--- src/rtl/soml_addr_gen.sv ---
// Three-level (Si, rowH, colS) address sequencer for the SOML decoder datapath.
// Optional completed-pass counter enabled by defining SOML_AG_PASSCNT_EN.
module soml_addr_gen #(
  parameter int COL_N = 2,
  parameter int ROW_N = 4,
  parameter int SI_N  = 16,
  localparam int COL_W = (COL_N > 1) ? $clog2(COL_N) : 1,
  localparam int ROW_W = (ROW_N > 1) ? $clog2(ROW_N) : 1,
  localparam int SI_W  = (SI_N  > 1) ? $clog2(SI_N)  : 1
) (
  input  logic             clk,
  input  logic             rst,
  input  logic             start,
  input  logic             cont,
  input  logic             stall,
  output logic             valid,
  output logic [COL_W-1:0] addr_colS,
  output logic [ROW_W-1:0] addr_rowH,
  output logic [SI_W-1:0]  addr_Si,
  output logic             last,
  output logic             done,
  output logic [15:0]      pass_cnt
);

  localparam logic [COL_W-1:0] COL_MAX = COL_W'(COL_N - 1);
  localparam logic [ROW_W-1:0] ROW_MAX = ROW_W'(ROW_N - 1);
  localparam logic [SI_W-1:0]  SI_MAX  = SI_W'(SI_N - 1);

  typedef enum logic {IDLE, RUN} state_t;

  state_t state;
  logic   col_at_max;
  logic   row_at_max;
  logic   si_at_max;
  logic   accept;

  // A modulus of 1 makes the maximum 0, so that level is permanently at max.
  assign col_at_max = (addr_colS == COL_MAX);
  assign row_at_max = (addr_rowH == ROW_MAX);
  assign si_at_max  = (addr_Si   == SI_MAX);

  assign valid  = (state == RUN);
  assign last   = valid & col_at_max & row_at_max & si_at_max;
  assign accept = valid & ~stall;

  // start overrides everything, including stall, but never suppresses done.
  always_ff @(posedge clk or negedge rst) begin
    if (!rst) begin
      state     <= IDLE;
      addr_colS <= '0;
      addr_rowH <= '0;
      addr_Si   <= '0;
      done      <= 1'b0;
    end else begin
      done <= accept & last;
      if (start) begin
        state     <= RUN;
        addr_colS <= '0;
        addr_rowH <= '0;
        addr_Si   <= '0;
      end else if (accept) begin
        if (last) begin
          addr_colS <= '0;
          addr_rowH <= '0;
          addr_Si   <= '0;
          state     <= cont ? RUN : IDLE;
        end else if (!col_at_max) begin
          addr_colS <= addr_colS + 1'b1;
        end else begin
          addr_colS <= '0;
          if (!row_at_max) begin
            addr_rowH <= addr_rowH + 1'b1;
          end else begin
            addr_rowH <= '0;
            addr_Si   <= addr_Si + 1'b1;
          end
        end
      end
    end
  end

`ifdef SOML_AG_PASSCNT_EN
  // Counts done pulses; wraps naturally at 16 bits.
  always_ff @(posedge clk or negedge rst) begin
    if (!rst) begin
      pass_cnt <= '0;
    end else if (done) begin
      pass_cnt <= pass_cnt + 16'd1;
    end
  end
`else
  assign pass_cnt = '0;
`endif

endmodule

--- config.mk ---
export PLATFORM = sky130hd
export DESIGN_NAME = soml_addr_gen
export DESIGN_NICKNAME = d
export VERILOG_FILES = /design/src/rtl/soml_addr_gen.sv
export SDC_FILE = /design/constraint.sdc
export NUM_CORES = 1
export LEC_CHECK = 0
export CORE_MARGIN = 1
export CORE_UTILIZATION = 40
export CTS_BUF_LIST = sky130_fd_sc_hd__clkbuf_4 sky130_fd_sc_hd__clkbuf_8
export CTS_CLUSTER_DIAMETER = 120
export DETAILED_ROUTE_END_ITERATION = 8
export GPL_TIMING_DRIVEN = 0
export HOLD_SLACK_MARGIN = 0.12
export PLACE_DENSITY = 0.93
export SLEW_MARGIN = 15
export SYNTH_ARGS = -nofsm -noshare
export SYNTH_HDL_FRONTEND = slang
export SYNTH_SLANG_ARGS = --single-unit
--- constraint.sdc ---
create_clock -name clk -period 2.6 [get_ports clk]
set_input_delay 0.52 -clock clk [delete_from_list [all_inputs] [get_ports clk]]
set_output_delay 0.52 -clock clk [all_outputs]
set_load 0.01 [all_outputs]
-- Yosys cells after proc, flatten, opt, wreduce, memory -nomap -nowiden
Index checks and enable logic that the tools add are counted.
Widths: inputs -> output; s select.
- flip-flop bits (word level): 9
- bits of input ports: 5
- output and inout bits: 26
- word-level logic and storage cells: 41
- add/sub/neg operators: 3
- equality and inequality tests: 2
- mux-type cells: 18
- bitwise operators: 6
- reduce and logical (&&, ||, !) cells: 7
- operator list (kind ; number):
    $mux 4 ; 5
    $mux 2 ; 5
    $mux 1 ; 8
    $reduce_bool 3->1 ; 2
    $and 1x1->1 ; 5
    $add 4x1->4 const B ; 1
    $eq 4x4->1 const B ; 1
    $reduce_and 2->1 ; 2
    $reduce_bool 2->1 ; 2
    $reduce_and 3->1 ; 1
    $add 2x1->2 const B ; 1
    $eq 2x2->1 const B ; 1
    $add 1x1->1 const B ; 1
    $not 1->1 ; 1

-- Depth between registers and ports, before layout
Gate-level depths: netlist (run 1).
- depth in word-level cells: 6
- depth in mapped cells: 4

-- Least setup slack after synthesis (run 1)
Ideal clock, no wire load.
- path type: reg-to-reg
- from: register addr_rowH[0]
- to: register addr_Si[3]
- library setup time: 0.078 ns
- data arrival time: 1.404 ns
- data required time: 2.522 ns
- setup slack: 1.119 ns
- stages on the path, launching flop included: 5
- period minus slack after synthesis: 1.481 ns
- path through: dfrtp_1 -> ha_1 -> nand4b_4 -> or4_1 -> a21oi_1
- longest elaborated chain between the ends: 6
- elaborated cells between the ends (all ways): 9
- classes of those cells: eq/ne (1); mux (3); bitwise (2); reduce/logical (3)
- ends and longest elaborated chain (element ; RTL line ; RTL):
    start, declared ; 18 ; output logic [ROW_W-1:0] addr_rowH,
    start signal, assigned ; 72 ; addr_rowH <= addr_rowH + 1'b1;
    $eq 2x2->1 * ; 39 ; assign row_at_max = (addr_rowH == ROW_MAX);
    $and 1x1->1 (2 in series) ; 43 ; assign last = valid & col_at_max & row_at_max & si_at_max;
    $mux 4 ; 62 ; if (last) begin
    $mux 4 ; 61 ; end else if (accept) begin
    $mux 4 ; 56 ; if (start) begin
    end signal, assigned ; 75 ; addr_Si <= addr_Si + 1'b1;
    end, declared ; 19 ; output logic [SI_W-1:0] addr_Si,
Every way passes the cells marked *; elsewhere a longest branch is shown, timed or not. The select of a mux whose other input is x is not followed.
A chain may end at the register's enable or synchronous reset.

-- Worst setup path in the final report (run 1)
- from: register addr_Si[0]
- to: output port last
- longest elaborated chain between the ends: 2
- ends and longest elaborated chain (element ; RTL line ; RTL):
    $eq 4x4->1 ; 40 ; assign si_at_max = (addr_Si == SI_MAX);
    $and 1x1->1 ; 43 ;
    end, declared ; 20 ; output logic last,
No other way between the ends.

==> results of run 1 <==
## critical path, cell delays in order, from the launching register on
cell and delay, ns:
dfrtp_1 0.42, ha_1 0.22, nand3_1 0.13, nor2_1 0.13, clkdlybuf4s50_1 0.54
## synthesized netlist by cell type
library cell / number / area, µm²
a21oi_1: 4 / 20.0
nand2_1: 2 / 7.51
ha_1: 2 / 25.0
nand2b_1: 1 / 6.26
buf_4: 16 / 120
nand4b_4: 1 / 23.8
dfrtp_1: 9 / 225
nor2b_1: 1 / 6.26
o31ai_1: 2 / 15.0
mux2i_1: 2 / 20.0
conb_1: 1 / 3.75
nand3b_1: 1 / 7.51
buf_1: 1 / 3.75
or3_1: 2 / 12.5
xor2_1: 1 / 8.76
nand3_1: 2 / 10.0
nor2_1: 6 / 22.5
or4_1: 1 / 7.51
o21ai_0: 1 / 5.00
xnor2_1: 1 / 8.76
inv_1: 2 / 7.51
## metal layers
layer  GRT usage  vias to the layer above  share of wire
met4      0.0517                        0         0.0065
met1       0.165                      188           0.42
met3      0.0682                        2           0.10
met5           0                        -              0
met2       0.238                       20           0.47
li1            -                      229              -
## final cells by class
type,count,area (µm²)
plain buffers,17,124
clock buffers,4,30.0
fillers,133,515
inverters,2,7.51
multi-input cells,46,267
flip-flops and latches,9,225
well taps,15,18.8
repair buffers,13,130
## power groups by stage
stage          sequential, mW  clock (mW)  combinational, mW
4_1_cts                 0.148       0.120             0.0545
3_3_place_gp            0.150           0             0.0534
2_1_floorplan           0.151           0             0.0374
3_5_place_dp            0.150           0             0.0541
5_1_grt                 0.148       0.128             0.0613
6_report                0.147       0.117             0.0546
## registers in the layout, summed over array words and instances (netlist names)
| signal | flops |
|---|---|
| addr_Si | 4 |
| addr_colS | 1 |
| addr_rowH | 2 |
| done | 1 |
| valid | 1 |
## cells by family after synthesis
logic type / Yosys count / synth area share
xor+xnor: 2 / 0.0309
other cells: 1 / 0.00662
flops: 9 / 0.397
simple gates: 17 / 0.183
mux: 2 / 0.0353
fa+ha+maj: 2 / 0.0441
compound gates: 7 / 0.0706
buf+inv: 19 / 0.232
## placed cells by master (no fill, tap or decap)
master,synthesis,final
a21oi_1,4,4
buf_1,1,1
buf_4,16,16
clkbuf_4,0,4
clkdlybuf4s50_1,0,13
conb_1,1,16
dfrtp_1,9,9
ha_1,2,2
inv_1,2,2
mux2i_1,2,2
nand2_1,2,2
nand2b_1,1,1
nand3_1,2,2
nand3b_1,1,1
nand4b_4,1,1
nor2_1,6,6
nor2b_1,1,1
o21ai_0,1,1
o31ai_1,2,2
or3_1,2,2
or4_1,1,1
xnor2_1,1,1
xor2_1,1,1
## final timing paths
check,start,to,slack (ns)
max,addr_Si[0]$_DFFE_PN0P_,last,0.39
min,rst,done$_DFF_PN0_,0.55
min reg2reg,addr_Si[3]$_DFFE_PN0P_,addr_Si[3]$_DFFE_PN0P_,0.57
min in group clk,addr_Si[3]$_DFFE_PN0P_,addr_Si[3]$_DFFE_PN0P_,0.57
max reg2reg,addr_rowH[0]$_DFFE_PN0P_,addr_Si[3]$_DFFE_PN0P_,1.08
max in group asynchronous,rst,addr_rowH[0]$_DFFE_PN0P_,1.74
## per-stage QoR
step	power, mW	instances	util	instance area (µm²)
floorplan	0.188	74	-	623
global placement	0.203	102	0.586	772
detailed placement	0.204	102	0.586	772
CTS	0.322	106	0.609	802
global route	0.337	106	0.609	802
finish	0.319	106	0.609	802
==> summary.md, run 1 <==
| Metric | Value |
|---|---|
| Status | `complete, no violations` |
| Synthesized area per cell | `9.61 µm²` |
| Area Overhead vs Synth | `41.5%` |
| Number of buffers created by CTS | `3` |
| Share of layout cells above drive strength 1 | `0.231` |
| Worst Reg-to-Reg Cells | `4` |
| Total number of yosys warnings | `0` |
| CP Launch Type | `flip-flop` |
| Hold Buf Count CTS | `0` |
| Total number of vias | `439` |
| Core footprint | `0.00132 mm²` |
| Clock power share | `0.366` |
| DR WL/cell | `8.70 µm` |
| Pins over their slew limit | `0` |
| Crit path max fanout | `5` |
| Post-CTS Resized | `0` |
| Crit path DAT | `1.69 ns` |
| Total congestion overflow | `0` |
| I/O Buffers | `13` |
| Hold Path Class | `input port to asynchronous set/reset pin` |
| Vias/cell | `4.14` |
| DRT antenna net count | `0` |
| Part of the power in registers | `0.463` |
| DRC | `0` |
| Row count | `13` |
| Pint | `242 µW` |
| Max Root-Sink Buffers | `2` |
| Final Setup Violations | `0` |
| Final WS setup | `0.392 ns` |
| Die H | `between 30 and 40 µm` |
| Nets | `99` |
| Post-layout min period | `2.21 ns` |
| Crit end category | `output pin` |
| Largest net degree at the start of global routing | `10` |
| Sw Pwr | `76.3 µW` |
| Pwr/cell area | `397 mW/mm²` |
| DR iter-0 viols | `4` |
| CTS tree | `built` |
| WP data required | `2.08 ns` |
| Tcrit/Tclk final | `0.849` |
| Clk sink count | `9` |
| Global-route wire length before repair | `1470 µm` |
| Fin Setup TNS | `0 ns` |
| H-tree lvl count | `1` |
| Gate Count Post-Synth | `59` |
| Clock transition at path regs | `~0.060 ns` |
| Starting density of the core | `0.430` |
| Setup slack after placement | `~0.65 ns` |
| Clock network latency to the later pin of the worst-skew pair | `0.26 ns` |
| Setup Buffers After CTS | `0` |
| GRT Util Overall | `0.146` |
| Drt total wl | `922 µm` |
| RSZ-0062 raised after global routing | `no` |
| Switching part of the total | `0.239` |
| Die span in x | `39.6 µm` |
| Final HPWL from detailed placement | `732 µm` |
| VDD IR-drop max | `0.316 mV` |
| Ant. Diodes | `0` |
| First-pass DRT Iterations | `2` |
| Clk root buf | `clkbuf_4` |
| Vias in the first global route | `366` |
| Mapped Area | `approximately 570 µm²` |
| Combinational share of power | `0.171` |
| Crit Path Class | `flip-flop to output pin` |
| WHS | `0.555 ns` |
| Final hold violations | `0` |
| LEAKAGE | `0.401 nW` |
| I/O pin cnt | `31` |
| Cell variety after synth | `21` |
| Routability Congestion | `0.770` |
| Clock skew | `0.0113 ns` |
| Max Cap Viol | `0` |
| Sequential share of the synthesized area | `0.397` |
| Achievable frequency | `453 MHz` |
| FF+latch count, synth | `9` |
| Die Area | `approximately 0.0016 mm²` |
| Initial antenna violation count | `0` |
(Power assumes the default switching activity.)
==> run 2: changes to the inputs <==
--- a/config.mk
+++ b/config.mk
@@ -6,13 +6,13 @@
 export NUM_CORES = 1
 export LEC_CHECK = 0
 export CORE_MARGIN = 1
-export CORE_UTILIZATION = 40
+export CORE_UTILIZATION = 35
 export CTS_BUF_LIST = sky130_fd_sc_hd__clkbuf_4 sky130_fd_sc_hd__clkbuf_8
 export CTS_CLUSTER_DIAMETER = 120
 export DETAILED_ROUTE_END_ITERATION = 8
 export GPL_TIMING_DRIVEN = 0
 export HOLD_SLACK_MARGIN = 0.12
-export PLACE_DENSITY = 0.93
+export PLACE_DENSITY = 0.87
 export SLEW_MARGIN = 15
 export SYNTH_ARGS = -nofsm -noshare
 export SYNTH_HDL_FRONTEND = slang
==> constraint.sdc (replaced) <==
create_clock -name clk -period 1.75 [get_ports clk]
set_input_delay 0.35 -clock clk [delete_from_list [all_inputs] [get_ports clk]]
set_output_delay 0.35 -clock clk [all_outputs]
set_load 0.01 [all_outputs]
==> run 2 against run 1 <==
Effect of this change:
- utilization is 6.2 points lower
- total power is 51% higher
- global-route usage is 2.8 points lower
- critical path depth unchanged
- cell count increased by 2.8%
- design area grew 2.7%
- largest cell class unchanged
- highest routed layer unchanged
==> summary.md, run 2 (synthesis results as in run 1) <==
| Metric | Value |
|---|---|
| I/O pin cnt | `31` |
| Reg2reg setup slack | `0.25 ns` |
| Pins over their slew limit | `0` |
| Global-route wire length before repair | `1640 µm` |
| H-tree lvl count | `1` |
| Total congestion overflow | `0` |
| Core footprint | `0.00151 mm²` |
| Drt total wl | `995 µm` |
| Pwr/cell area | `585 mW/mm²` |
| RSZ-0062 raised after global routing | `no` |
| Crit-path max cell delay | `~0.36 ns` |
| Die span in x | `42.2 µm` |
| Ant. Diodes | `0` |
| Worst Reg-to-Reg Cells | `4` |
| Max reg flops | `4` |
| Worst path cell trace | `ha_2 > nand3_1 > nor2_1 > clkdlybuf4s15_1` |
| DR WL/cell | `~9.1 µm` |
| Vias in the first global route | `388` |
| Initial antenna violation count | `0` |
| Total number of vias | `448` |
| Area Overhead vs Synth | `45.3%` |
| Largest registers | `addr_Si (4), addr_rowH (2)` |
| Crit Path Class | `flip-flop to output pin` |
| Commonest non-fill, non-tap cell in the layout | `buf_4` |
| Starting density of the core | `0.376` |
| Vias/cell | `4.11` |
| Reg with most FFs | `addr_Si` |
| DP Cell Count | `103` |
| Clk sink count | `9` |
| Slowest stage cell, crit path | `dfrtp_1` |
| Most frequent cells in the layout | `buf_4 (18), conb_1 (16), clkdlybuf4s50_1 (12), dfrtp_1 (9), nor2_1 (6)` |
| CP Buf/Inv Count | `1` |
| GRT Util Overall | `0.118` |
| WP data required | `approximately 1.4 ns` |
| Crit path DAT | `1.30 ns` |
| CTS tree | `built` |
| VDD IR-drop max | `0.341 mV` |
| Routability Congestion | `0.750` |
| Max Root-Sink Buffers | `2` |
| Nets | `~100` |
| Final Setup Violations | `0` |
| Crit end category | `output pin` |
| GRT busiest layer | `met1` |
| R2r endpoint | `addr_Si[3]$_DFFE_PN0P_` |
| LEAKAGE | `0.407 nW` |
| Status | `complete, no violations` |
| Post-layout min period | `1.65 ns` |
| Tcrit/Tclk final | `0.945` |
| Hold Path Class | `input port to asynchronous set/reset pin` |
| Share of layout cells above drive strength 1 | `0.269` |
| Row count | `14` |
| Achievable frequency | `605 MHz` |
| First-pass DRT Iterations | `4` |
| Met3 GRT Util | `0.0302` |
| I/O Buffers | `13` |
| Crit path max fanout | `3` |
| WP depth | `4` |
| Worst r2r src | `addr_rowH[0]$_DFFE_PN0P_` |
| DRC | `0` |
| Final HPWL from detailed placement | `717 µm` |
| Clk root buf | `clkbuf_4` |
| DR iter-0 viols | `5` |
| Final hold violations | `0` |
| Die Area | `roughly 0.0018 mm²` |
| Clock transition at path regs | `0.07 ns` |
| Number of buffers created by CTS | `3` |
| Final Total Pwr | `481 µW` |
| Die H | `42.2 µm` |
| M2 GR Usage | `0.163` |
| Met1 usage | `0.171` |
| CP Launch Type | `flip-flop` |
| CP delay by family, top | `flip-flops` |
| Clock network latency to the later pin of the worst-skew pair | `0.26 ns` |
| Hold Buf Count CTS | `0` |
| Clock skew | `around 0.00031 ns` |
| Final non-filler cell total | `109` |
| DRT antenna net count | `0` |
| Max Cap Viol | `0` |
| Largest net degree at the start of global routing | `10` |
[run 2: cell count changes in the layout (fill, tap and decap cells not counted)]
cell / change
clkdlybuf4s50_1: -1
clkdlybuf4s15_1: +1
buf_4: +2
ha_2: +2
ha_1: -2
[run 2: worst max-delay path by stage]
stage,start,endpoint,slack [ns]
2_1_floorplan,addr_rowH[0]$_DFFE_PN0P_,addr_Si[3]$_DFFE_PN0P_,0.27
6_report,addr_Si[1]$_DFFE_PN0P_,last,0.1
3_3_place_gp,addr_Si[0]$_DFFE_PN0P_,last,-0.0002
3_5_place_dp,addr_Si[0]$_DFFE_PN0P_,last,-0.02
4_1_cts,addr_Si[1]$_DFFE_PN0P_,last,0.06
5_1_grt,addr_Si[1]$_DFFE_PN0P_,last,0.02
[run 2: area by class of cell]
| cell class | instances | area [µm²] |
|---|---|---|
| timing repair buffer | 15 | 145 |
| fill | 145 | 683 |
| sequential | 9 | 225 |
| buffer | 17 | 124 |
| multi-input combinational | 46 | 272 |
| clock buffer | 4 | 30.0 |
| inverter | 2 | 7.51 |
| tap | 16 | 20.0 |
[run 2: per-stage QoR]
step | TNS, ns | setup slack (ns) | utilization | hold WS (ns) | cell area [µm²]
after floorplan | 0 | 0.269 | - | 0.0544 | 623
after global placement | -0.000202 | -0.000202 | 0.513 | 0.544 | 773
after detailed placement | -0.0328 | -0.0203 | 0.513 | 0.552 | 773
after CTS | 0 | 0.0612 | 0.546 | 0.404 | 822
after global routing | 0 | 0.0152 | 0.547 | 0.421 | 823
final | 0 | 0.0969 | 0.547 | 0.387 | 823
[run 2: metal layers]
metal | up-vias | routed length, µm
met5 | - | 0
met4 | 0 | 8
met3 | 2 | 73
met2 | 17 | 446
met1 | 198 | 466
li1 | 231 | -
[run 2: timing repair]
item	CTS	global route
resized for setup	3	1
endpoints found under the setup margin	1	1
buffers inserted	2	0
pin swaps	0	0
[run 2: where the power goes]
part	switching (mW)	internal (mW)
clock	0.0780	0.103
sequential	0.00655	0.212
combinational	0.0365	0.0446
